File: config.mk
export PLATFORM = sky130hd
export DESIGN_NAME = multiply_4x4_flat
export DESIGN_NICKNAME = d
export VERILOG_FILES = /design/src/rtl/multiply_4x4_pkg.sv /design/src/rtl/multiply_4x4_if.sv /design/src/rtl/multiply_4x4_mul_row_add.sv /design/src/rtl/multiply_4x4.sv /design/src/flat_wrapper.sv
export SDC_FILE = /design/constraint.sdc
export NUM_CORES = 1
export LEC_CHECK = 0
export BUFFER_PORTS_ARGS = -buffer_cell sky130_fd_sc_hd__buf_4
export CAP_MARGIN = 25
export CORE_MARGIN = 1.5
export CORE_UTILIZATION = 45
export DETAILED_ROUTE_END_ITERATION = 8
export GPL_TIMING_DRIVEN = 0
export PLACE_DENSITY = 0.71
export SKIP_LAST_GASP = 1
export SLEW_MARGIN = 30
export SYNTH_ARGS = -nofsm -noshare
export SYNTH_HDL_FRONTEND = slang
export SYNTH_SLANG_ARGS = --single-unit
File: constraint.sdc
create_clock -name clk -period 3.2 [get_ports clk]
set_clock_uncertainty 0.15 [all_clocks]
set_input_delay 0.32 -clock clk [delete_from_list [all_inputs] [get_ports clk]]
set_output_delay 0.32 -clock clk [all_outputs]
set_load 0.01 [all_outputs]
File: src/rtl/multiply_4x4_pkg.sv
// Shared constants for the unsigned array multiplier.
// WIDTH alone sizes every port, so no typedefs live here.
package multiply_4x4_pkg;

    localparam int DEF_WIDTH = 4;
    localparam int MIN_WIDTH = 2;
    localparam int MAX_WIDTH = 16;
    localparam int STAGES    = 2;

    // Full-precision product width for a given operand width.
    function automatic int prod_width(input int w);
        return 2 * w;
    endfunction

endpackage

File: src/rtl/multiply_4x4_if.sv
// Operand/product bus of the multiplier.
// The master side issues operand pairs; the slave side returns products.
interface multiply_4x4_if #(
    parameter int WIDTH = multiply_4x4_pkg::DEF_WIDTH
) ();
    import multiply_4x4_pkg::*;

    logic                         in_valid;
    logic [WIDTH-1:0]             A;
    logic [WIDTH-1:0]             B;
    logic                         out_valid;
    logic [prod_width(WIDTH)-1:0] P;

    modport master (
        output in_valid, A, B,
        input  out_valid, P
    );

    modport slave (
        input  in_valid, A, B,
        output out_valid, P
    );
endinterface

File: src/rtl/multiply_4x4_mul_row_add.sv
// One row of the partial-product array: adds (B[k] ? A<<k : 0) to the
// running sum handed down from the previous row.
module mul_row_add
    import multiply_4x4_pkg::*;
#(
    parameter int WIDTH = DEF_WIDTH,
    parameter int SHIFT = 1
) (
    input  logic [prod_width(WIDTH)-1:0] i_sum,
    input  logic [WIDTH-1:0]             i_a,
    input  logic                         i_b_bit,
    output logic [prod_width(WIDTH)-1:0] o_sum
);
    localparam int PW = prod_width(WIDTH);

    logic [PW-1:0] w_row;

    // Zero-extend before shifting so the top bits of A are never dropped.
    assign w_row = i_b_bit ? ({{WIDTH{1'b0}}, i_a} << SHIFT) : '0;
    assign o_sum = i_sum + w_row;
endmodule

File: src/rtl/multiply_4x4.sv
// Unsigned WIDTH x WIDTH array multiplier: operands registered on edge N,
// full-precision product and its valid presented after edge N+1.
module multiply_4x4
    import multiply_4x4_pkg::*;
#(
    parameter int WIDTH = DEF_WIDTH
) (
    input  logic           clk,
    input  logic           rst,
    multiply_4x4_if.slave  bus
);
    localparam int PW = prod_width(WIDTH);

    logic [WIDTH-1:0]  r_a;
    logic [WIDTH-1:0]  r_b;
    logic [PW-1:0]     r_p;
    logic [STAGES-1:0] r_vld_pipe;
    logic [PW-1:0]     w_sum [WIDTH];

    // Stage 1: operands are captured every cycle; only the valid bit
    // distinguishes a real pair from idle traffic.
    always_ff @(posedge clk) begin
        if (rst) begin
            r_a <= '0;
            r_b <= '0;
        end else begin
            r_a <= bus.A;
            r_b <= bus.B;
        end
    end

    // Row 0 needs no adder; each later row accumulates onto the previous sum.
    assign w_sum[0] = r_b[0] ? {{WIDTH{1'b0}}, r_a} : '0;

    genvar k;
    generate
        for (k = 1; k < WIDTH; k++) begin : g_row
            mul_row_add #(
                .WIDTH (WIDTH),
                .SHIFT (k)
            ) u_row (
                .i_sum   (w_sum[k-1]),
                .i_a     (r_a),
                .i_b_bit (r_b[k]),
                .o_sum   (w_sum[k])
            );
        end
    endgenerate

    // Stage 2 and the valid pipeline; reset drops every in-flight pair.
    always_ff @(posedge clk) begin
        if (rst) begin
            r_p        <= '0;
            r_vld_pipe <= '0;
        end else begin
            r_p        <= w_sum[WIDTH-1];
            r_vld_pipe <= {r_vld_pipe[STAGES-2:0], bus.in_valid};
        end
    end

    assign bus.P         = r_p;
    assign bus.out_valid = r_vld_pipe[STAGES-1];
endmodule

File: src/flat_wrapper.sv
// flat-port wrapper written by rule: the top's interface ports become plain ports
module multiply_4x4_flat import multiply_4x4_pkg::*;
#(
    parameter int WIDTH = DEF_WIDTH
)
  (clk, rst, bus_in_valid, bus_A, bus_B, bus_out_valid, bus_P);
  multiply_4x4_if #(.WIDTH(WIDTH)) bus_i ();
  input  logic clk;
  input  logic rst;
  input wire logic [$bits(bus_i.in_valid)-1:0] bus_in_valid;
  input wire logic [$bits(bus_i.A)-1:0] bus_A;
  input wire logic [$bits(bus_i.B)-1:0] bus_B;
  output wire logic [$bits(bus_i.out_valid)-1:0] bus_out_valid;
  output wire logic [$bits(bus_i.P)-1:0] bus_P;
  assign bus_i.in_valid = bus_in_valid;
  assign bus_i.A = bus_A;
  assign bus_i.B = bus_B;
  assign bus_out_valid = bus_i.out_valid;
  assign bus_P = bus_i.P;
  multiply_4x4 #(.WIDTH(WIDTH)) u_core (.clk(clk), .rst(rst), .bus(bus_i));
endmodule
## Word level (Yosys, flattened, before mapping)

Cells that the tools add are included.

- Flip-flop bits (word level): 18
- Input port bits: 11
- Output and inout bits: 9
- Word-level logic and storage cells: 11

- Add/subtract/negate cells: 3
- Muxes and demuxes: 4

Operators with widths:

| operator | count |
|---|---|
| 8-bit by 5-bit adder with 8-bit output | 1 |
| 8-bit by 6-bit adder with 8-bit output | 1 |
| 8-bit by 7-bit adder with 8-bit output | 1 |
| 7-bit two-way mux | 1 |
| 6-bit two-way mux | 1 |
| 5-bit two-way mux | 1 |
| 4-bit two-way mux | 1 |

## Depth between registers and ports, before layout

- Word-level depth: 4
- Gate-level depth with buffers: 10
- Depth with buffers taken out: 10

## By module

Synthesis repeated with hierarchy kept, for this count alone.

- Cell total of the unflattened synthesis: 121
- Area, all modules: 1139.8 um2

Modules (own cells, without submodules):

| module | instances | cells each | area each (um2) | sequential area each (um2) |
|---|---|---|---|---|
| multiply_4x4 | 1 | 42 | 518.0 | 360.3 |
| mul_row_add (u_core.g_row[1].u_row) | 1 | 30 | 226.5 | 0.0 |
| mul_row_add (u_core.g_row[2].u_row) | 1 | 24 | 200.2 | 0.0 |
| mul_row_add (u_core.g_row[3].u_row) | 1 | 25 | 195.2 | 0.0 |

## Worst setup path before layout

Ideal clock, no wire load.

- Path kind: flip-flop to flip-flop
- Start: register u_core.r_a[0]
- End: register u_core.r_p[7] (netlist: u_core.bus.P[7])
- Arrival time: 2.826 ns
- Required time: 2.929 ns
- Path slack: 0.103 ns
- Cell stages (with the launch flop): 11
- Path buffers: 0
- Clock period less this slack: 3.097 ns
- Cell sequence: dfxtp_1 -> and2_1 -> fa_1 -> inv_1 -> fa_1 -> inv_1 -> ha_1 -> fa_1 -> a21o_1 -> a21oi_2 -> mux2_4

- Longest elaborated chain between the ends: 4

RTL lines:

| item | line | text |
|---|---|---|
| start, declared | multiply_4x4.sv:14 | `logic [WIDTH-1:0] r_a;` |
| start signal, assigned | multiply_4x4.sv:27 | `r_a <= bus.A;` |
| 4-bit two-way mux or 5-bit two-way mux (tied branches) | multiply_4x4.sv:33, multiply_4x4_mul_row_add.sv:19 |  |
| 8-bit by 5-bit adder with 8-bit output | multiply_4x4_mul_row_add.sv:20 | `assign o_sum = i_sum + w_row;` |
| 8-bit by 6-bit adder with 8-bit output | multiply_4x4_mul_row_add.sv:20 |  |
| 8-bit by 7-bit adder with 8-bit output (*) | multiply_4x4_mul_row_add.sv:20 |  |
| end signal, assigned | multiply_4x4.sv:56 | `r_p <= w_sum[WIDTH-1];` |
| end, declared | multiply_4x4.sv:16 | `logic [PW-1:0] r_p;` |

Mark *: on every way between the ends. The rest lies on a longest branch, timed or not.
A chain may end at the register's enable or synchronous reset.

## Final worst setup path

- Start: register u_core.r_b[3]
- End: register u_core.r_p[7] (netlist: u_core.bus.P[7])

- Longest elaborated chain between the ends: 2

RTL lines:

| item | line | text |
|---|---|---|
| start, declared | multiply_4x4.sv:15 | `logic [WIDTH-1:0] r_b;` |
| start signal, assigned | multiply_4x4.sv:28 | `r_b <= bus.B;` |
| 7-bit two-way mux | multiply_4x4_mul_row_add.sv:19 | `assign w_row = i_b_bit ? ({{WIDTH{1'b0}}, i_a} << SHIFT) : '0;` |
| 8-bit by 7-bit adder with 8-bit output | multiply_4x4_mul_row_add.sv:20 |  |

No other way between the ends.

==> impl_metrics.yaml <==
outcome:
  outcome: "finished clean"
timing:
  fin_ws_ns: 0.128
  setup_viol: 0
  period_needed_ns: 3.07
  tns_ns: 0
  max_slew_margin_pct: 87.9
  hold_violations: 0
  fin_crit_sh_pct: 96.0
  max_slew.worst_pin.slew_ns: 0.182
  slew_violations: 0
  max_freq_mhz: 325
hold_path:
  min_path_type: "primary input to flop"
worst_setup_path:
  startpoint_type: "flop"
  setup.worst_path.end_class: "flop"
  slowest_delay_ns: 0.53
  arrival_ns: 3.11
  crit_chain: "and2_1, fa_1, inv_1, fa_1, inv_1, ha_2, fa_2, a21o_1, a21oi_2, mux2_4"
  critical_path_class: "flop to flop"
  crit_path_top_delay_cell: "fa_1"
  critPathMaxFanout: 4
  r2r_setup_slack_ns: 0.13
  cp.required_ns: 3.24
routing:
  drc_errors: 0
  firstDrtPassIters: 4
  detail-route-antenna-nets: 0
  routed_wl_um: 1290
  vias_per_cell: 4.51
  num_vias: 591
  post_drt_wl_per_cell_um: 9.83
  drtIter0Drc: 14
finish:
  final_area_um2: 1100
  fin_nets: 133
  area_growth_pct: 25.8
  fin_cells: 131
  drive_gt1_share_pct: 32.1
  antenna-diode-count: 0
place:
  io_buffers: 19
  place_area_um2: 1050
  hpwl_um: 1010
  gp_congestion: 0.784
  place_inst: 126
  pre_cts_ws_ns: -0.0210
clock_network:
  clock_path_buffers: 2
  cts_tree: "built"
  clk_latency_ns: 0.28
  htreeDepth: 1
  cts.root.buffer_cell: "clkbuf_4"
  ctsHoldBuffers: 0
  cts-buffers-inserted: 3
  clock_sinks: 18
  clk_pin_slew_ns: 0.10
floorplanning:
  dieArea_um2: 2220
  die_w_um: 47.2
  rows: 15
  core-area_um2: 1780
  start_util_pct: 49.2
  ios: 20
  die_h_um: 47.2
job:
  timing.max_cap.violations: 0
power_and_ir_drop:
  total_power_mw: 0.425
  power_density_nw_per_um2: 385
  ir_drop_uv: 302
  leakage_nw: 0.571
grt:
  grt_use_total_pct: 15.3
  grt_first_pass_wirelength_um: 2270
  grt_max_degree: 11
  grt_pass1_vias: 547
  grt-ovfl-total: 0
  antenna_found_initial: 0
yosys:
  yosysTopAreaCell: "dfxtp_1"
  synth_top_area_share_pct: 41.1
  synthDistinctLibCells: 15
  syn_inst: 82
  yosysSeqAreaShare_pct: 41.1
  yosysWarnings: 0
  synth_seq_cells: 18
  syn_nets: 108
  netlist_top_cells_area: "dfxtp_1 (41%), ha_1 (14%), fa_1 (11%), nor2b_1 (11%), and2_1 (7.8%)"
  avgSynthCellArea_um2: 10.7
  syn-cell-area_um2: 877
## metal layers
metal	vias to the layer above	global-route usage [%]	routed length (um)
met4	0	6.67	17
met5	-	0	0
met1	267	18.3	539
li1	305	-	-
met3	2	4.62	62
met2	17	25.5	669
## report_power, final
part / leakage, nW / total (mW) / internal (mW) / switching, mW
combinational: 0.401 / 0.0475 / 0.0274 / 0.0201
sequential: 0.149 / 0.240 / 0.235 / 0.00558
clock: 0.0210 / 0.138 / 0.0692 / 0.0684
total: 0.571 / 0.425 / 0.331 / 0.0941
## cell usage after synthesis
cell type and n:
a21oi_1 1, a21o_1 2, a21oi_2 1, nand2_1 5, nor2_1 4, and2_1 11, dfxtp_1 18, ha_1 10
inv_1 4, mux2_2 1, nor2b_1 16, mux2_4 1, fa_1 5, buf_2 2, xnor2_1 1
## cell families (layout without fill, tap and decap cells)
kind of cell	count (synthesis)	count (layout)	synth area share [%]
simple gates	36	36	23.1
compound gates	4	4	3.28
fa+ha+maj	15	15	25.7
flops	18	18	41.1
mux	2	2	3.00
xor+xnor	1	1	0.999
buf+inv	6	30	2.85
## layout by cell type (no fill, tap or decap), drive strengths merged
master,instances
buf,22
dfxtp,18
nor2b,16
and2,11
ha,10
nand2,5
fa,5
inv,4
nor2,4
clkbuf,4
a21o,2
a21oi,2
mux2,2
xnor2,1
## critical path: cells and delay by family (launching register included)
family	cells	cell delay (ns)
buf+inv	2	0.10
compound gates	2	0.33
mux	1	0.30
simple gates	1	0.15
fa+ha+maj	4	1.59
flops	1	0.35
## per-stage QoR
stage,util (%),hold slack (ns)
detailed placement,58.9,0.285
CTS,61.1,0.0790
global placement,58.9,0.268
floorplan,-,0.264
finish,61.9,0.0850
global route,61.9,0.0720
## repair_timing
action	4_1_cts	5_1_grt
pin swaps	0	1
setup buffers	0	1
endpoints found under the setup margin	1	1
gates resized for setup	1	4
## final timing paths
kind / from / endpoint / cells after the start
worst max-delay path: u_core.r_b[3] / u_core.bus.P[7] / 10
worst min-delay path: bus_in_valid / u_core.r_vld_pipe[0] / 2
worst max register to register: u_core.r_b[3] / u_core.bus.P[7] / 10
worst min register to register: u_core.r_vld_pipe[0] / u_core.r_vld_pipe[1] / 1
## flip-flops by register name (all words and copies together) (netlist names)
register	count
u_core.bus.P	8
u_core.r_a	4
u_core.r_b	4
u_core.r_vld_pipe	2
## cell type report
cell class / count / area (um^2)
plain buffers: 2 / 10.0
clock buffers: 4 / 36.3
fillers: 150 / 679
inverters: 4 / 15.0
multi-input cells: 58 / 497
flip-flops and latches: 18 / 364
well taps: 25 / 31.3
repair buffers: 20 / 150
Note: power is estimated with default switching activity, not from simulation.
